## config.mk

```make
export PLATFORM = sky130hd
export DESIGN_NAME = divider_seq_flat
export DESIGN_NICKNAME = d
export VERILOG_FILES = /design/src/rtl/divider_seq_if.sv /design/src/rtl/divider_seq.sv /design/src/flat_wrapper.sv
export SDC_FILE = /design/constraint.sdc
export NUM_CORES = 1
export LEC_CHECK = 0
export CAP_MARGIN = 20
export CORE_MARGIN = 5
export CORE_UTILIZATION = 44
export CTS_CLUSTER_DIAMETER = 40
export DETAILED_ROUTE_END_ITERATION = 8
export PLACE_DENSITY = 0.79
export SLEW_MARGIN = 15
export SYNTH_ARGS = -nofsm -noshare
export SYNTH_HDL_FRONTEND = slang
export SYNTH_SLANG_ARGS = --single-unit
```

## constraint.sdc

```tcl
create_clock -name clk -period 4.7 [get_ports clk]
set_clock_uncertainty 0.05 [all_clocks]
set_input_delay 0.705 -clock clk [delete_from_list [all_inputs] [get_ports clk]]
set_output_delay 0.705 -clock clk [all_outputs]
set_load 0.01 [all_outputs]
```

## src/rtl/divider_seq_if.sv

```systemverilog
// ---------------------------------------------------------------------------
// divider_seq_if : start/operand/result bundle for the sequential divider
// Rev 1.0
// ---------------------------------------------------------------------------
`default_nettype none

interface divider_seq_if #(
  parameter int WIDTH = 16
);
  logic             start;
  logic [WIDTH-1:0] dividend;
  logic [WIDTH-1:0] divisor;
  logic             busy;
  logic             done;
  logic             ld_q;
  logic [WIDTH-1:0] quotient;
  logic [WIDTH-1:0] remainder;
  logic             div_by_zero;

  modport master (
    output start, dividend, divisor,
    input  busy, done, ld_q, quotient, remainder, div_by_zero
  );

  modport slave (
    input  start, dividend, divisor,
    output busy, done, ld_q, quotient, remainder, div_by_zero
  );
endinterface

`default_nettype wire

```

## src/rtl/divider_seq.sv

```systemverilog
// ---------------------------------------------------------------------------
// divider_seq : radix-2 restoring divider, WIDTH cycles per quotient.
// Optional macro DIVIDER_SIGNED_EN selects two's-complement operands.  Rev 1.0
// ---------------------------------------------------------------------------
`default_nettype none

module divider_seq #(
  parameter int WIDTH = 16
) (
  input  wire logic    clk,
  input  wire logic    rst,
  divider_seq_if.slave bus
);

  localparam int CW = $clog2(WIDTH);

  typedef enum logic [1:0] {
    S_IDLE = 2'd0,
    S_CALC = 2'd1,
    S_DONE = 2'd2
  } state_t;

  state_t           state_q;
  logic [CW-1:0]    cnt_q;
  logic [WIDTH-1:0] rem_q;
  logic [WIDTH-1:0] dvd_q;
  logic [WIDTH-1:0] dvs_q;
  logic             busy_q;
  logic             done_q;
  logic             ld_q_q;
  logic             dbz_q;
  logic [WIDTH-1:0] quo_out_q;
  logic [WIDTH-1:0] rem_out_q;
`ifdef DIVIDER_SIGNED_EN
  logic             neg_quo_q;
  logic             neg_rem_q;
`endif

  logic [WIDTH:0]   shifted;
  logic [WIDTH:0]   trial;
  logic [WIDTH-1:0] rem_d;
  logic [WIDTH-1:0] dvd_d;
  logic [WIDTH-1:0] quo_res;
  logic [WIDTH-1:0] rem_res;
  logic [WIDTH-1:0] op_dvd;
  logic [WIDTH-1:0] op_dvs;

  // A restore only happens when shifted < divisor, so its MSB is then zero
  // and the kept partial remainder always fits in WIDTH bits.
  always_comb begin
    shifted = {rem_q, dvd_q[WIDTH-1]};
    trial   = shifted - {1'b0, dvs_q};
    rem_d   = trial[WIDTH] ? shifted[WIDTH-1:0] : trial[WIDTH-1:0];
    dvd_d   = {dvd_q[WIDTH-2:0], ~trial[WIDTH]};
`ifdef DIVIDER_SIGNED_EN
    quo_res = neg_quo_q ? -dvd_d : dvd_d;
    rem_res = neg_rem_q ? -rem_d : rem_d;
    op_dvd  = bus.dividend[WIDTH-1] ? -bus.dividend : bus.dividend;
    op_dvs  = bus.divisor[WIDTH-1]  ? -bus.divisor  : bus.divisor;
`else
    quo_res = dvd_d;
    rem_res = rem_d;
    op_dvd  = bus.dividend;
    op_dvs  = bus.divisor;
`endif
  end

  always_ff @(posedge clk) begin
    if (!rst) begin
      state_q   <= S_IDLE;
      cnt_q     <= '0;
      rem_q     <= '0;
      dvd_q     <= '0;
      dvs_q     <= '0;
      busy_q    <= 1'b0;
      done_q    <= 1'b0;
      ld_q_q    <= 1'b0;
      dbz_q     <= 1'b0;
      quo_out_q <= '0;
      rem_out_q <= '0;
`ifdef DIVIDER_SIGNED_EN
      neg_quo_q <= 1'b0;
      neg_rem_q <= 1'b0;
`endif
    end else begin
      done_q <= 1'b0;
      ld_q_q <= 1'b0;
      case (state_q)
        S_IDLE: begin
          if (bus.start) begin
            busy_q <= 1'b1;
            cnt_q  <= '0;
            if (bus.divisor == '0) begin
              state_q   <= S_DONE;
              quo_out_q <= '1;
              rem_out_q <= bus.dividend;
              dbz_q     <= 1'b1;
              done_q    <= 1'b1;
              ld_q_q    <= 1'b1;
            end else begin
              state_q <= S_CALC;
              dbz_q   <= 1'b0;
              rem_q   <= '0;
              dvd_q   <= op_dvd;
              dvs_q   <= op_dvs;
`ifdef DIVIDER_SIGNED_EN
              neg_quo_q <= bus.dividend[WIDTH-1] ^ bus.divisor[WIDTH-1];
              neg_rem_q <= bus.dividend[WIDTH-1];
`endif
            end
          end
        end
        S_CALC: begin
          rem_q <= rem_d;
          dvd_q <= dvd_d;
          cnt_q <= cnt_q + 1'b1;
          // Last quotient bit: publish the fixed-up result on DONE entry
          if (cnt_q == CW'(WIDTH - 1)) begin
            state_q   <= S_DONE;
            quo_out_q <= quo_res;
            rem_out_q <= rem_res;
            done_q    <= 1'b1;
            ld_q_q    <= 1'b1;
          end
        end
        S_DONE: begin
          state_q <= S_IDLE;
          busy_q  <= 1'b0;
        end
        default: begin
          state_q <= S_IDLE;
          busy_q  <= 1'b0;
        end
      endcase
    end
  end

  assign bus.busy        = busy_q;
  assign bus.done        = done_q;
  assign bus.ld_q        = ld_q_q;
  assign bus.quotient    = quo_out_q;
  assign bus.remainder   = rem_out_q;
  assign bus.div_by_zero = dbz_q;

endmodule

`default_nettype wire

```

## src/flat_wrapper.sv

```systemverilog
// flat-port wrapper written by rule: the top's interface ports become plain ports
module divider_seq_flat 
#(
  parameter int WIDTH = 16
)
  (clk, rst, bus_start, bus_dividend, bus_divisor, bus_busy, bus_done, bus_ld_q, bus_quotient, bus_remainder, bus_div_by_zero);
  divider_seq_if #(.WIDTH(WIDTH)) bus_i ();
  input  wire logic clk;
  input  wire logic rst;
  input wire logic [$bits(bus_i.start)-1:0] bus_start;
  input wire logic [$bits(bus_i.dividend)-1:0] bus_dividend;
  input wire logic [$bits(bus_i.divisor)-1:0] bus_divisor;
  output wire logic [$bits(bus_i.busy)-1:0] bus_busy;
  output wire logic [$bits(bus_i.done)-1:0] bus_done;
  output wire logic [$bits(bus_i.ld_q)-1:0] bus_ld_q;
  output wire logic [$bits(bus_i.quotient)-1:0] bus_quotient;
  output wire logic [$bits(bus_i.remainder)-1:0] bus_remainder;
  output wire logic [$bits(bus_i.div_by_zero)-1:0] bus_div_by_zero;
  assign bus_i.start = bus_start;
  assign bus_i.dividend = bus_dividend;
  assign bus_i.divisor = bus_divisor;
  assign bus_busy = bus_i.busy;
  assign bus_done = bus_i.done;
  assign bus_ld_q = bus_i.ld_q;
  assign bus_quotient = bus_i.quotient;
  assign bus_remainder = bus_i.remainder;
  assign bus_div_by_zero = bus_i.div_by_zero;
  divider_seq #(.WIDTH(WIDTH)) u_core (.clk(clk), .rst(rst), .bus(bus_i));
endmodule
```

=== Word-level counts from Yosys, hierarchy flattened ===
Index checks and enable logic that the tools add are counted.

* $add $sub $neg: 2
* Muxes and demuxes: 27
* Eq/ne operators: 6
* Bitwise operators: 3
* Reduce and logical (&&, ||, !) cells: 10

{| class="wikitable"
|+ Operator list
! kind !! count
|-
| 2-to-1 mux 16 bit || 11
|-
| one-hot mux 16 bit (2 select lines) || 4
|-
| subtractor 17 x 16 -> 17 bit || 1
|-
| zero test 16 bit || 1
|-
| one-hot mux 4 bit (2 select lines) || 1
|-
| AND reduction 2 bit || 4
|-
| 2-to-1 mux 2 bit || 3
|-
| AND reduction 3 bit || 2
|-
| adder 4 x 1 -> 4 bit (second input constant) || 1
|-
| equality test 4 bit (second input constant) || 1
|-
| 2-to-1 mux 1 bit || 4
|-
| 2-to-1 mux 4 bit || 1
|-
| inequality test 2 x 1 -> 1 bit (second input constant) || 2
|-
| inequality test 2 bit (second input constant) || 2
|-
| one-hot mux 1 bit (2 select lines) || 2
|-
| one-hot mux 2 bit (2 select lines) || 1
|-
| AND reduction 4 bit || 1
|-
| inverter 1 bit || 3
|-
| equality test 2 x 1 -> 1 bit (second input constant) || 1
|-
| zero test 2 bit || 1
|-
| nonzero test 2 bit || 1
|}

* Register bits after elaboration: 89

=== Depth between registers and ports, before layout ===
* Depth after elaboration: 4
* Mapped depth: 13

=== Worst setup path before layout ===
No wires, ideal clock.

* Kind: register -> register
* Start point: register u_core.dvd_q[15]
* End point: register u_core.rem_out_q[10], in the netlist u_core.bus.remainder[10]
* Setup time: 0.137 ns
* Arrival time: 2.326 ns
* Setup slack: 2.187 ns
* Cell stages (with the launch flop): 13
* Data required time: 4.513 ns
* Clock period less this slack: 2.513 ns
* Cell sequence: dfxtp_1 > inv_1 > ha_1 > inv_1 > fa_1 > a211oi_1 > o21ai_1 > a32oi_1 > a21oi_2 > xnor2_2 > buf_4 > mux2i_1 > o221ai_1

* Word-level cells in the longest chain between the ends: 4

{| class="wikitable"
|+ RTL lines
! what !! line !! text
|-
| start: declaration || divider_seq.sv:26 || <nowiki>logic [WIDTH-1:0] dvd_q;</nowiki>
|-
| start signal: assignment || divider_seq.sv:104 || <nowiki>dvd_q <= op_dvd;</nowiki>
|-
| start signal: assignment || divider_seq.sv:115 || <nowiki>dvd_q <= dvd_d;</nowiki>
|-
| subtractor 17 x 16 -> 17 bit || divider_seq.sv:52 || <nowiki>trial = shifted - {1'b0, dvs_q};</nowiki>
|-
| 2-to-1 mux 16 bit || divider_seq.sv:53 || <nowiki>rem_d = trial[WIDTH] ? shifted[WIDTH-1:0] : trial[WIDTH-1:0];</nowiki>
|-
| 2-to-1 mux 16 bit || divider_seq.sv:118 || <nowiki>if (cnt_q == CW'(WIDTH - 1)) begin</nowiki>
|-
| one-hot mux 16 bit (2 select lines) || divider_seq.sv:88 || <nowiki>case (state_q)</nowiki>
|-
| end signal: assignment || divider_seq.sv:96 || <nowiki>rem_out_q <= bus.dividend;</nowiki>
|-
| end signal: assignment || divider_seq.sv:121 || <nowiki>rem_out_q <= rem_res;</nowiki>
|-
| end: declaration || divider_seq.sv:33 || <nowiki>logic [WIDTH-1:0] rem_out_q;</nowiki>
|}

Every way passes these cells. The select of a mux whose other input is x is not followed.
A chain may end at the register's enable or synchronous reset.

=== Final worst setup path ===
* Start point: register u_core.dvd_q[15]
* End point: register u_core.rem_q[7]

* Word-level cells in the longest chain between the ends: 3

{| class="wikitable"
|+ RTL lines
! what !! line !! text
|-
| subtractor 17 x 16 -> 17 bit || divider_seq.sv:52 ||
|-
| 2-to-1 mux 16 bit || divider_seq.sv:53 ||
|-
| one-hot mux 16 bit (2 select lines) || divider_seq.sv:88 ||
|-
| end signal: assignment || divider_seq.sv:114 || <nowiki>rem_q <= rem_d;</nowiki>
|-
| end: declaration || divider_seq.sv:25 || <nowiki>logic [WIDTH-1:0] rem_q;</nowiki>
|}

Every way passes these cells.

==> summary.md <==
| Metric | Value |
|---|---|
| Outcome | finished clean |
| Post-synth cell types | 54 |
| Seq/Total Area, Yosys | 0.402 |
| CP Class | reg2reg |
| Post-synth EDFFs | 0 |
| Post-synthesis async set-or-reset flop share | 0 |
| Syn Inst Count | 503 |
| Unrepaired setup endpoints after global routing | no |
| Worst slew pin tran | 869 ps |
| Initial antenna violation count | 0 |
| Largest net degree at the start of global routing | 53 |
| Detailed Route WL | 10.6 mm |
| Most frequent cells in the layout | 89 x dfxtp_1, 69 x clkdlybuf4s50_1, 65 x nand2_1 |
| RD Place Congestion | 0.821 |
| Most common cell after layout, fill and taps aside | dfxtp_1 |
| Setup violators final | 0 |
| Max clock buf depth | 2 |
| RR Startpoint | u_core.dvd_q[15]$_SDFFE_PN0P_ |
| Routed Antenna Nets | 0 |
| Final Core Density | 0.551 |
| GRT overflow | 0 |
| Hold Slack | 452 ps |
| Hold Fails Final Rpt | 0 |
| Die Area | 0.0122 mm² |
| Min-delay src | u_core.rem_q[1]$_SDFFE_PN0P_ |
| Crit path max fanout | 26 |
| Synth Warn # | 0 |
| Cell area after synthesis | 0.00443 mm² |
| # DRC | 0 |
| Critical Path Sink Type | flip-flop |
| CTS buffer count | 9 |
| # hold bufs at CTS | 0 |
| Final Cycle Share | 0.694 |
| Chip width | 110 µm |
| Critical path launch point | u_core.dvd_q[15]$_SDFFE_PN0P_ |
| Power Total | 2.63 mW |
| Leakage | 2.17 nW |
| GRT Total Usage | 0.178 |
| Num rows | 36 |
| FF+latch count, synth | 89 |
| Post-synth net total | 556 |
| F_max | 306 MHz |
| Initial detailed-routing violation count | 162 |
| First-pass GRT wire length | 17.6 mm |
| Nets@finish | 606 |
| Avg WL per Cell | 15.4 µm |
| I/O pin total | 71 |
| CP arrival | 3430 ps |
| H-tree depth | 3 |
| VDD IR-drop max | 0.362 mV |
| Syn Area/Cell | 8.80 µm² |
| Core box area | 0.00977 mm² |
| Max cap viols | 0 |
| Port buffer count | 70 |
| Top-area cell type share of the netlist area | 0.402 |
| Area Growth Syn to Fin | 21.6% |
| Largest area contributor in the netlist | dfxtp_1 |
| CP startpoint kind | flip-flop |
| Clock sink count | 89 |
| Synth area leaders | dfxtp_1 40%, nand2_1 5.5%, ha_1 4.8% |
| Max-slew violations | 0 |
| Clock transition at path regs | 90 ps |
| Vias/cell | 5.59 |
| CTS tree | built |
| Diodes inserted | 0 |
| Critical Path RT | 4870 ps |
| Minimum clock period | 3260 ps |
| Setup tns final | 0 ps |
| Drt first pass iters | 4 |
| Worst Hold Class | reg2reg |
| Most used DFF post-synth | dfxtp_1 |
| DIE HEIGHT | 110 µm |
| Post-DP HPWL | 7.88 mm |
| Worst-Skew Late Latency | 350 ps |
| Power density cells | 489 mW/mm² |
| Vias in the first global route | 3835 |
| Clock root buffer | clkbuf_8 |
| Ratio of cells with drive above 1 in the final layout | 0.0842 |
| Post-CTS setup buffers | 0 |
| Vias | 3866 |
| Initial Util | 0.453 |
| Slew margin rel. | 0.419 |
| CTS resizes | 0 |
## synthesized netlist by cell type, drive strengths merged (15+ instances only)
cell type and n:
dfxtp 89, nand2 65, o21ai 26, clkbuf 25, a21oi 22, inv 19
mux2i 19, nand3 18, nor2 18, nor2b 18, a31oi 17, ha 17
o211a 17, o221a 15
## final cells by class
cell class / instances / area [µm²]
clock buffers: 10 / 128
flip-flops and latches: 89 / 1780
clock inverters: 6 / 75.1
inverters: 19 / 71.3
fillers: 871 / 4390
repair buffers: 76 / 741
well taps: 133 / 166
multi-input cells: 358 / 2420
## metrics by stage
| step | setup slack, ps | instance area (µm²) | cells |
|---|---|---|---|
| 2_1_floorplan | 2190 | 4430 | 503 |
| 3_3_place_gp | 1630 | 5170 | 675 |
| 3_5_place_dp | 1490 | 5170 | 675 |
| 4_1_cts | 1460 | 5380 | 691 |
| 5_1_grt | 1240 | 5380 | 691 |
| 6_report | 1440 | 5380 | 691 |
## path summary, 6_finish.rpt
check / to / slack, ps / depth (start not counted)
max: u_core.rem_q[7]$_SDFFE_PN0P_ / 1440 / 13
min: u_core.rem_q[1]$_SDFFE_PN0P_ / 450 / 2
min reg2reg: u_core.rem_q[1]$_SDFFE_PN0P_ / 450 / 2
max reg2reg: u_core.rem_q[7]$_SDFFE_PN0P_ / 1440 / 13
## kinds of logic after synthesis
logic type	synth area share
AND/OR/NAND/NOR	0.184
AO/OA/AOI/OAI	0.240
flip-flops	0.402
buffers and inverters	0.0531
multiplexers	0.0430
adder cells (fa/ha/maj)	0.0526
XOR/XNOR	0.0254
## per-layer routing
| metal | track usage | up-vias | routed length, µm |
|---|---|---|---|
| met5 | 0 | - | 0 |
| met1 | 0.223 | 1823 | 4600 |
| met4 | 0.0642 | 0 | 198 |
| met3 | 0.0309 | 20 | 506 |
| met2 | 0.307 | 100 | 5330 |
| li1 | - | 1923 | - |
## registers in the layout (all words and copies together), names as in the netlist
| name | count |
|---|---|
| u_core.bus.busy | 1 |
| u_core.bus.div_by_zero | 1 |
| u_core.bus.ld_q | 1 |
| u_core.bus.quotient | 16 |
| u_core.bus.remainder | 16 |
| u_core.cnt_q | 4 |
| u_core.dvd_q | 16 |
| u_core.dvs_q | 16 |
| u_core.rem_q | 16 |
| u_core.state_q | 2 |
## worst max-delay path: stages, from the launching register on
cell	delay, ps
dfxtp_1	340
inv_1	60
ha_1	150
inv_1	50
fa_1	430
a211oi_1	330
o21ai_1	180
a32oi_1	280
a21oi_2	110
xnor2_2	330
buf_4	350
nor3_1	90
a31oi_1	250
a21boi_0	130
## power by group
group | leakage (nW) | internal, mW | switching, mW
sequential | 0.725 | 0.817 | 0.0564
clock | 0.0994 | 0.255 | 0.285
combinational | 1.35 | 0.501 | 0.720
total | 2.17 | 1.57 | 1.06
Note: power is estimated with default switching activity, not from simulation.
